**src/rtl/rv_ctrl_pkg.sv**
```systemverilog
// Shared definitions for the multi-cycle RV32I sequencing controller:
// state encoding, opcode values and the datapath select encodings.
package rv_ctrl_pkg;

   typedef enum logic [3:0] {
      S_FETCH,
      S_DECODE,
      S_MEMADR,
      S_MEMREAD,
      S_MEMWB,
      S_MEMWRITE,
      S_EXECR,
      S_EXECI,
      S_ALUWB,
      S_BEQ,
      S_JAL,
      S_JALR1,
      S_JALR2,
      S_LUI,
      S_TRAP
   } state_t;

   localparam logic [6:0] OP_LOAD   = 7'b0000011;
   localparam logic [6:0] OP_STORE  = 7'b0100011;
   localparam logic [6:0] OP_RTYPE  = 7'b0110011;
   localparam logic [6:0] OP_ITYPE  = 7'b0010011;
   localparam logic [6:0] OP_BRANCH = 7'b1100011;
   localparam logic [6:0] OP_JAL    = 7'b1101111;
   localparam logic [6:0] OP_JALR   = 7'b1100111;
   localparam logic [6:0] OP_LUI    = 7'b0110111;

   localparam logic [2:0] ALU_ADD   = 3'b000;
   localparam logic [2:0] ALU_SUB   = 3'b001;
   localparam logic [2:0] ALU_AND   = 3'b010;
   localparam logic [2:0] ALU_OR    = 3'b011;
   localparam logic [2:0] ALU_PASSB = 3'b100;
   localparam logic [2:0] ALU_SLT   = 3'b101;

   localparam logic [2:0] IMM_I = 3'b000;
   localparam logic [2:0] IMM_S = 3'b001;
   localparam logic [2:0] IMM_B = 3'b010;
   localparam logic [2:0] IMM_J = 3'b011;
   localparam logic [2:0] IMM_U = 3'b100;

   localparam logic [1:0] RES_ALUOUT    = 2'b00;
   localparam logic [1:0] RES_DATA      = 2'b01;
   localparam logic [1:0] RES_ALURESULT = 2'b10;

   localparam logic [1:0] SRCA_PC    = 2'b00;
   localparam logic [1:0] SRCA_OLDPC = 2'b01;
   localparam logic [1:0] SRCA_RS1   = 2'b10;

   localparam logic [1:0] SRCB_RS2  = 2'b00;
   localparam logic [1:0] SRCB_IMM  = 2'b01;
   localparam logic [1:0] SRCB_FOUR = 2'b10;

endpackage

```
**src/rtl/alu_decoder.sv**
```systemverilog
// ALU operation decode for register and immediate arithmetic instructions.
// Unsupported funct3 values are flagged so the controller can trap.
module alu_decoder
   import rv_ctrl_pkg::*;
(
   input  logic [2:0] i_funct3,
   input  logic       i_funct7b5,
   input  logic       i_isRtype,
   output logic [2:0] o_aluControl,
   output logic       o_illegal
);

   // Map funct3 (and funct7 bit 5 for register ops) onto an ALU operation;
   // immediate adds never subtract because bit 30 is part of the immediate.
   always_comb begin
      o_aluControl = ALU_ADD;
      o_illegal    = 1'b0;
      case (i_funct3)
         3'b000:  o_aluControl = (i_isRtype && i_funct7b5) ? ALU_SUB : ALU_ADD;
         3'b110:  o_aluControl = ALU_OR;
         3'b111:  o_aluControl = ALU_AND;
         3'b010:  o_aluControl = ALU_SLT;
         default: o_illegal    = 1'b1;
      endcase
   end

endmodule

```
**src/rtl/multicycle_controller.sv**
```systemverilog
// Main sequencing FSM of the multi-cycle RV32I core. Steps each instruction
// through fetch, decode, execute, memory and writeback states, drives the
// datapath selects and strobes, and traps on illegal encodings or on a
// memory access that never completes.
module multicycle_controller
   import rv_ctrl_pkg::*;
#(
   parameter int unsigned MEM_TIMEOUT = 0,
   parameter int unsigned TO_W        = 8
)(
   input  logic       clk,
   input  logic       rst,
   input  logic [6:0] Opcode,
   input  logic [2:0] Funct3,
   input  logic       Funct7b5,
   input  logic       Zero,
   input  logic       MemReady,
   output logic       MemReq,
   output logic       MemWrite,
   output logic       AdrSrc,
   output logic       IRWrite,
   output logic       PCWrite,
   output logic       RegWrite,
   output logic [1:0] ResultSrc,
   output logic [1:0] ALUSrcA,
   output logic [1:0] ALUSrcB,
   output logic [2:0] ALUControl,
   output logic [2:0] ImmSrc,
   output logic       InstrDone,
   output logic       Trap,
   output logic       TrapCause
);

   localparam logic [TO_W-1:0] TO_LIMIT = TO_W'(MEM_TIMEOUT);
   localparam bit              WDOG_ON  = (MEM_TIMEOUT != 0);

   state_t          r_state;
   logic [TO_W-1:0] r_toCount;
   logic            r_trapCause;

   logic [2:0]      w_aluControl;
   logic            w_aluIllegal;
   logic            w_inMem;
   logic            w_timeout;

   alu_decoder u_aluDecoder (
      .i_funct3     (Funct3),
      .i_funct7b5   (Funct7b5),
      .i_isRtype    (Opcode == OP_RTYPE),
      .o_aluControl (w_aluControl),
      .o_illegal    (w_aluIllegal)
   );

   assign w_inMem   = (r_state == S_FETCH) || (r_state == S_MEMREAD) ||
                      (r_state == S_MEMWRITE);
   assign w_timeout = WDOG_ON && w_inMem && !MemReady && (r_toCount == TO_LIMIT);
   assign TrapCause = r_trapCause;

   // State sequencing plus the memory watchdog; a ready in the limit cycle
   // completes the access because it is tested before the timeout.
   always_ff @(posedge clk or posedge rst) begin
      if (rst) begin
         r_state     <= S_FETCH;
         r_toCount   <= '0;
         r_trapCause <= 1'b0;
      end else begin
         if (!WDOG_ON || !w_inMem || MemReady) begin
            r_toCount <= '0;
         end else if (r_toCount != TO_LIMIT) begin
            r_toCount <= r_toCount + TO_W'(1);
         end

         case (r_state)
            S_FETCH: begin
               if (MemReady) begin
                  r_state <= S_DECODE;
               end else if (w_timeout) begin
                  r_state     <= S_TRAP;
                  r_trapCause <= 1'b1;
               end
            end
            S_DECODE: begin
               case (Opcode)
                  OP_LOAD, OP_STORE: r_state <= S_MEMADR;
                  OP_RTYPE:          r_state <= S_EXECR;
                  OP_ITYPE:          r_state <= S_EXECI;
                  OP_BRANCH:         r_state <= S_BEQ;
                  OP_JAL:            r_state <= S_JAL;
                  OP_JALR:           r_state <= S_JALR1;
                  OP_LUI:            r_state <= S_LUI;
                  default: begin
                     r_state     <= S_TRAP;
                     r_trapCause <= 1'b0;
                  end
               endcase
            end
            S_MEMADR: r_state <= (Opcode == OP_STORE) ? S_MEMWRITE : S_MEMREAD;
            S_MEMREAD: begin
               if (MemReady) begin
                  r_state <= S_MEMWB;
               end else if (w_timeout) begin
                  r_state     <= S_TRAP;
                  r_trapCause <= 1'b1;
               end
            end
            S_MEMWRITE: begin
               if (MemReady) begin
                  r_state <= S_FETCH;
               end else if (w_timeout) begin
                  r_state     <= S_TRAP;
                  r_trapCause <= 1'b1;
               end
            end
            S_EXECR, S_EXECI: begin
               if (w_aluIllegal) begin
                  r_state     <= S_TRAP;
                  r_trapCause <= 1'b0;
               end else begin
                  r_state <= S_ALUWB;
               end
            end
            S_MEMWB, S_ALUWB, S_BEQ: r_state <= S_FETCH;
            S_JAL, S_JALR2, S_LUI:   r_state <= S_ALUWB;
            S_JALR1:                 r_state <= S_JALR2;
            S_TRAP:                  r_state <= S_TRAP;
            default:                 r_state <= S_FETCH;
         endcase
      end
   end

   // Moore output decode from the current state; only the memory-ready
   // qualified strobes and the branch PC write look at inputs. Everything
   // is forced low while reset is held so an aborted instruction writes nothing.
   always_comb begin
      MemReq     = 1'b0;
      MemWrite   = 1'b0;
      AdrSrc     = 1'b0;
      IRWrite    = 1'b0;
      PCWrite    = 1'b0;
      RegWrite   = 1'b0;
      ResultSrc  = RES_ALUOUT;
      ALUSrcA    = SRCA_PC;
      ALUSrcB    = SRCB_RS2;
      ALUControl = ALU_ADD;
      ImmSrc     = IMM_I;
      InstrDone  = 1'b0;
      Trap       = 1'b0;
      if (!rst) begin
         case (r_state)
            S_FETCH: begin
               MemReq    = 1'b1;
               IRWrite   = MemReady;
               PCWrite   = MemReady;
               ResultSrc = RES_ALURESULT;
               ALUSrcB   = SRCB_FOUR;
            end
            S_DECODE: begin
               ALUSrcA = SRCA_OLDPC;
               ALUSrcB = SRCB_IMM;
               ImmSrc  = IMM_B;
            end
            S_MEMADR: begin
               ALUSrcA = SRCA_RS1;
               ALUSrcB = SRCB_IMM;
               ImmSrc  = (Opcode == OP_STORE) ? IMM_S : IMM_I;
            end
            S_MEMREAD: begin
               MemReq = 1'b1;
               AdrSrc = 1'b1;
            end
            S_MEMWB: begin
               ResultSrc = RES_DATA;
               RegWrite  = 1'b1;
               InstrDone = 1'b1;
            end
            S_MEMWRITE: begin
               MemReq    = 1'b1;
               MemWrite  = 1'b1;
               AdrSrc    = 1'b1;
               InstrDone = MemReady;
            end
            S_EXECR: begin
               ALUSrcA    = SRCA_RS1;
               ALUControl = w_aluControl;
            end
            S_EXECI: begin
               ALUSrcA    = SRCA_RS1;
               ALUSrcB    = SRCB_IMM;
               ALUControl = w_aluControl;
            end
            S_ALUWB: begin
               RegWrite  = 1'b1;
               InstrDone = 1'b1;
            end
            S_BEQ: begin
               ALUSrcA    = SRCA_RS1;
               ALUControl = ALU_SUB;
               PCWrite    = Zero;
               InstrDone  = 1'b1;
            end
            S_JAL, S_JALR2: begin
               ALUSrcA = SRCA_OLDPC;
               ALUSrcB = SRCB_FOUR;
               PCWrite = 1'b1;
            end
            S_JALR1: begin
               ALUSrcA = SRCA_RS1;
               ALUSrcB = SRCB_IMM;
            end
            S_LUI: begin
               ALUSrcB    = SRCB_IMM;
               ImmSrc     = IMM_U;
               ALUControl = ALU_PASSB;
            end
            S_TRAP:  Trap = 1'b1;
            default: Trap = 1'b0;
         endcase
      end
   end

endmodule

```
**config.mk**
```make
export PLATFORM = sky130hd
export DESIGN_NAME = multicycle_controller
export DESIGN_NICKNAME = d
export VERILOG_FILES = /design/src/rtl/rv_ctrl_pkg.sv /design/src/rtl/alu_decoder.sv /design/src/rtl/multicycle_controller.sv
export SDC_FILE = /design/constraint.sdc
export NUM_CORES = 1
export LEC_CHECK = 0
export ABC_AREA = 1
export BUFFER_PORTS_ARGS = -buffer_cell sky130_fd_sc_hd__buf_2
export CAP_MARGIN = 10
export CORE_MARGIN = 3
export CORE_UTILIZATION = 45
export DETAILED_ROUTE_END_ITERATION = 10
export PLACE_DENSITY_LB_ADDON = 0.05
export SKIP_CTS_REPAIR_TIMING = 1
export SYNTH_ARGS = -nofsm -noshare
export SYNTH_HDL_FRONTEND = slang
export SYNTH_SLANG_ARGS = --single-unit
export TNS_END_PERCENT = 10
```
**constraint.sdc**
```tcl
create_clock -name clk -period 1.61 [get_ports clk]
set_clock_uncertainty 0.1 [all_clocks]
set_input_delay 0.2415 -clock clk [delete_from_list [all_inputs] [get_ports clk]]
set_output_delay 0.2415 -clock clk [all_outputs]
set_load 0.02 [all_outputs]
```
# Word-level counts from Yosys, hierarchy flattened
# Index checks and enable logic that the tools add are counted.
totals:
  reg_bits: 5
  input_bits: 15
  output_inout_bits: 21
  word_cells: 91
op_classes:
  eq_ne: 30
  n_mux: 39
  n_reduce_logical: 20
op_table:
  columns: ["cell", "n"]
  rows:
  - ["case mux 4 bit (9 select lines)", 1]
  - ["equality test 4 bit (second input constant)", 7]
  - ["case mux 4 bit (7 select lines)", 1]
  - ["equality test 7 x 6 -> 1 bit (second input constant)", 3]
  - ["equality test 7 bit (second input constant)", 3]
  - ["two-way mux 1 bit", 18]
  - ["case mux 3 bit (3 select lines)", 2]
  - ["equality test 4 x 3 -> 1 bit (second input constant)", 4]
  - ["OR reduction 3 bit", 5]
  - ["two-way mux 3 bit", 4]
  - ["two-way mux 4 bit", 3]
  - ["case mux 2 bit (2 select lines)", 3]
  - ["case mux 3 bit (4 select lines)", 1]
  - ["!= test 2 bit (second input constant)", 5]
  - ["OR reduction 2 bit", 5]
  - ["OR reduction 5 bit", 2]
  - ["equality test 4 x 2 -> 1 bit (second input constant)", 2]
  - ["OR reduction 8 bit", 1]
  - ["equality test 7 x 2 -> 1 bit (second input constant)", 1]
  - ["equality test 7 x 5 -> 1 bit (second input constant)", 1]
  - ["equality test 3 bit (second input constant)", 2]
  - ["two-way mux 2 bit", 3]
  - ["AND reduction 3 bit", 2]
  - ["equality test 4 x 1 -> 1 bit (second input constant)", 1]
  - ["8 further kinds", 9]

# Logic depth before layout (Yosys ltp)
logic_depth:
  ltp_word: 6
  depth_mapped: 10

# Modules after synthesis
# A second synthesis with hierarchy kept.
hier_totals:
  hier_cells: 143
  area_unflattened_um2: 714.4
by_module_without_submodules:
  columns: ["mod", "instances", "cells_each", "area_each_um2"]
  rows:
  - ["multicycle_controller", 1, 132, 670.6]
  - ["alu_decoder", 1, 11, 43.8]

# Worst setup path before layout
# OpenSTA, ideal clock, no wires.
synth_path:
  path_type: "register -> output"
  startpoint: "register r_state[2]"
  endpoint: "output port ImmSrc[0]"
  arrival_time_ns: 1.355
  setup_slack_ns: -0.086
  path_stages_with_launch: 6
  n_path_buf: 0
  path_cell_list: "dfrtp_1 nor2_1 inv_2 nor2_4 inv_1 nor3_1"
synth_between:
  elab_chain_len: 3
  elab_cells_between_ends: 5
  cone_classes: "eq/ne (3); mux (2)"
synth_lines:
  columns: ["element", "line", "source"]
  rows:
  - ["start: declaration", "multicycle_controller.sv:37", "state_t r_state;"]
  - ["start signal: assignment", "multicycle_controller.sv:97", "S_MEMADR: r_state <= (Opcode == OP_STORE) ? S_MEMWRITE : S_MEMREAD;"]
  - ["equality test 4 bit, or another cell as far along", "multicycle_controller.sv:149", "case (r_state)"]
  - ["case mux 3 bit (3 select lines) (*)", "multicycle_controller.sv:149", null]
  - ["two-way mux 3 bit (*)", "multicycle_controller.sv:148", "if (!rst) begin"]
  - ["end: declaration", "multicycle_controller.sv:28", "output logic [2:0] ImmSrc,"]
# Every way passes the cells marked *; elsewhere a longest branch is shown, timed or not.

# Worst setup path after layout
layout_path:
  startpoint: "register r_state[2]"
  endpoint: "output port PCWrite"
layout_between:
  elab_chain_len: 4
  elab_cells_between_ends: 7
  cone_classes: "eq/ne (3); mux (2); reduce/logical (2)"
layout_lines:
  columns: ["element", "line", "source"]
  rows:
  - ["equality test 4 bit", "multicycle_controller.sv:149", null]
  - ["OR reduction 2 bit", "multicycle_controller.sv:149", null]
  - ["case mux 1 bit (3 select lines) (*)", "multicycle_controller.sv:149", null]
  - ["two-way mux 1 bit (*)", "multicycle_controller.sv:148", null]
  - ["end: declaration", "multicycle_controller.sv:22", "output logic PCWrite,"]
# Marks and branches as above.

==> summary.md <==
| Metric | Value |
|---|---|
| Total core area | `1400 sq um` |
| GRT Overall Usage | `between 20 and 25%` |
| DRT antenna net count | `0` |
| Area leader, netlist | `nand2_1` |
| Non-filler cells, final | `a little under 200` |
| Number of flops mapped to enable cells by yosys | `0` |
| Outcome | `finished with violations` |
| DIE AREA | `roughly 2100 sq um` |
| Site row count | `13` |
| Initial antenna violation count | `0` |
| Die Span X | `45.9 microns` |
| Port Buffer Count | `34` |
| Clock Path Buffers | `2` |
| Post-synth net total | `145` |
| Overall Power | `1.60 mW` |
| Drt first pass iters | `5` |
| Fmax | `around 530 MHz` |
| RSZ-0062 raised after global routing | `true` |
| Data arrival time of the worst path | `around 1500 ps` |
| Vias in the first global route | `slightly below 900` |
| Ys Warns | `0` |
| Top Registers | `r_state: 4 flops` |
| Clock sinks | `4` |
| Setup crit end kind | `output port` |
| Hold Path Depth | `2` |
| Synth cell count leaders | `nand2_1, nor2_1, inv_1` |
| CP required | `between 1000 and 1500 ps` |
| Post-synth ARST share | `100%` |
| Clock Root Buffer | `clkbuf_4` |
| Layout area overhead | `54.5%` |
| Placed cell count | `around 190` |
| Final WS setup | `-266 ps` |
| Htree depth | `1` |
| Final Hold Fails | `0` |
| Worst hold path class | `input pin to register` |
| Routed len/inst | `roughly 13 microns` |
| Clk pin slew, worst setup/hold paths | `approximately 40 ps` |
| Max Cap Violations | `0` |
| TritonCTS clock tree | `yes` |
| Drt via density | `roughly 5.5` |
| Hold WS | `around 200 ps` |
| Clock period minus worst slack | `about 1900 ps` |
| Final period utilization | `117%` |
| Synth top area cells | `nand2_1, dfrtp_1, nor2_1, nand3_1, inv_1` |
| Cell variety after synth | `25` |
| Netlist Area Pre-Place | `just over 700 sq um` |
| R2R depth | `10` |
| Dpl ws | `-25.1 ps` |
| Synthesis-stage register bit count | `4` |
| Max reg flops | `4` |
| I/O pin count | `36` |
| First-pass GRT wire length | `3550 microns` |
| Top-count cell post-synth | `nand2_1` |
| Final core occ | `about four fifths` |
| Crit path max fanout | `4` |
| DRC Markers | `0` |
| Clk Latency, worst-skew pair | `approximately 230 ps` |
| Post-Route WL | `2560 microns` |
| Failing checks | `setup timing` |
| Sequential area share after synthesis | `around 14%` |
| Post-Synthesis Cells | `130` |
| Top-area cell type share of the netlist area | `a little under a fifth` |
| Leak | `0.589 nW` |
| Avg Inst Size Synth | `5.51 sq um` |
| Peak VDD IR | `~0.94 mV` |
| Final setup vio count | `19` |
| Pin count of the biggest net entering global routing | `12` |
| Layout cells sized above 1 | `around 47%` |
| HPWL Detailed | `around 1900 microns` |
| Final number of max-transition violations | `0` |
| Nets@finish | `roughly 200` |
| Initial core utilization | `between 50% and 60%` |
| Total gr overflow | `0` |
| Dominant synthesized flop cell | `dfrtp_1` |
| Die span in y | `45.9 microns` |
| Num CTS Buffers | `3` |
| PwrDens | `around 1400 nW/um^2` |
| GP Congestion | `0.794` |
| Largest Register | `r_state` |
| Antenna diode count | `0` |
| CP Launch Type | `register` |
| Critical path class | `register to output port` |
| Drt first-iter violations | `48` |
| Routed vias | `roughly 1.1k` |
-- path summary, 6_finish.rpt --
| check | end | from | slack (ps) |
|---|---|---|---|
| min in group asynchronous | r_state[1] | rst | 580 |
| max in group asynchronous | r_state[2] | rst | 620 |
| max | PCWrite | r_state[2] | -270 |
| max reg2reg | r_state[2] | r_state[3] | 10 |
| min reg2reg | r_state[0] | r_state[0] | 480 |
| min | r_state[1] | MemReady | 200 |
-- final cells by class --
type                       instances  area, sq um
clock buffer                       3         22.5
timing repair buffer              49          318
fill                             112          293
sequential                         4          105
multi-input combinational        102          561
inverter                          21         81.3
tap                               15         18.8
-- kinds of logic after synthesis --
kind of cell | share of synthesized area [%]
and+or+nand+nor | 55.2
DFF | 14.0
AOI/OAI and AO/OA | 17.1
buffers and inverters | 13.1
other | 0.524
-- cells in the final DEF (no fill, tap or decap), drive strengths merged --
| cell type | instances |
|---|---|
| o2111ai | 2 |
| a41oi | 1 |
| nor3 | 4 |
| inv | 21 |
| o21a | 1 |
| o32ai | 1 |
| clkbuf | 3 |
| nand4 | 1 |
| o31ai | 2 |
| nand2 | 36 |
| and2 | 1 |
| a31oi | 6 |
| nor2 | 28 |
| or2 | 2 |
| buf | 48 |
| dlygate4sd3 | 1 |
| conb | 1 |
| dfrtp | 4 |
| a21oi | 4 |
| nand3 | 12 |
-- routing by layer --
| metal | routed length [microns] | up-vias | track usage (%) |
|---|---|---|---|
| met5 | 0 | - | 0 |
| met4 | 11 | 0 | 3.98 |
| met3 | 176 | 4 | 3.56 |
| met2 | 1340 | 56 | 38.5 |
| met1 | 1030 | 483 | 29.4 |
| li1 | - | 524 | - |
-- through the flow --
step | setup TNS, ps | area (sq um)
after floorplan | -160 | 721
after global placement | -41.4 | 992
after detailed placement | -25.1 | 992
after CTS | -3090 | 1010
after global routing | -4550 | 1110
final | -3120 | 1110
-- critical path, stage by stage, from the launching register on --
cell,delay [ps]
dfrtp_2,440
or2_4,290
nor2_2,80
a31oi_1,40
buf_4,160
a31oi_1,130
buf_4,160
-- report_power, final --
part / switching [mW] / internal [mW] / leakage [nW]
clock: 0.0416 / 0.0835 / 0.0138
sequential: 0.0767 / 0.155 / 0.0459
combinational: 0.756 / 0.483 / 0.529
total: 0.874 / 0.722 / 0.589
No activity file was read; power rests on OpenSTA's default activity.
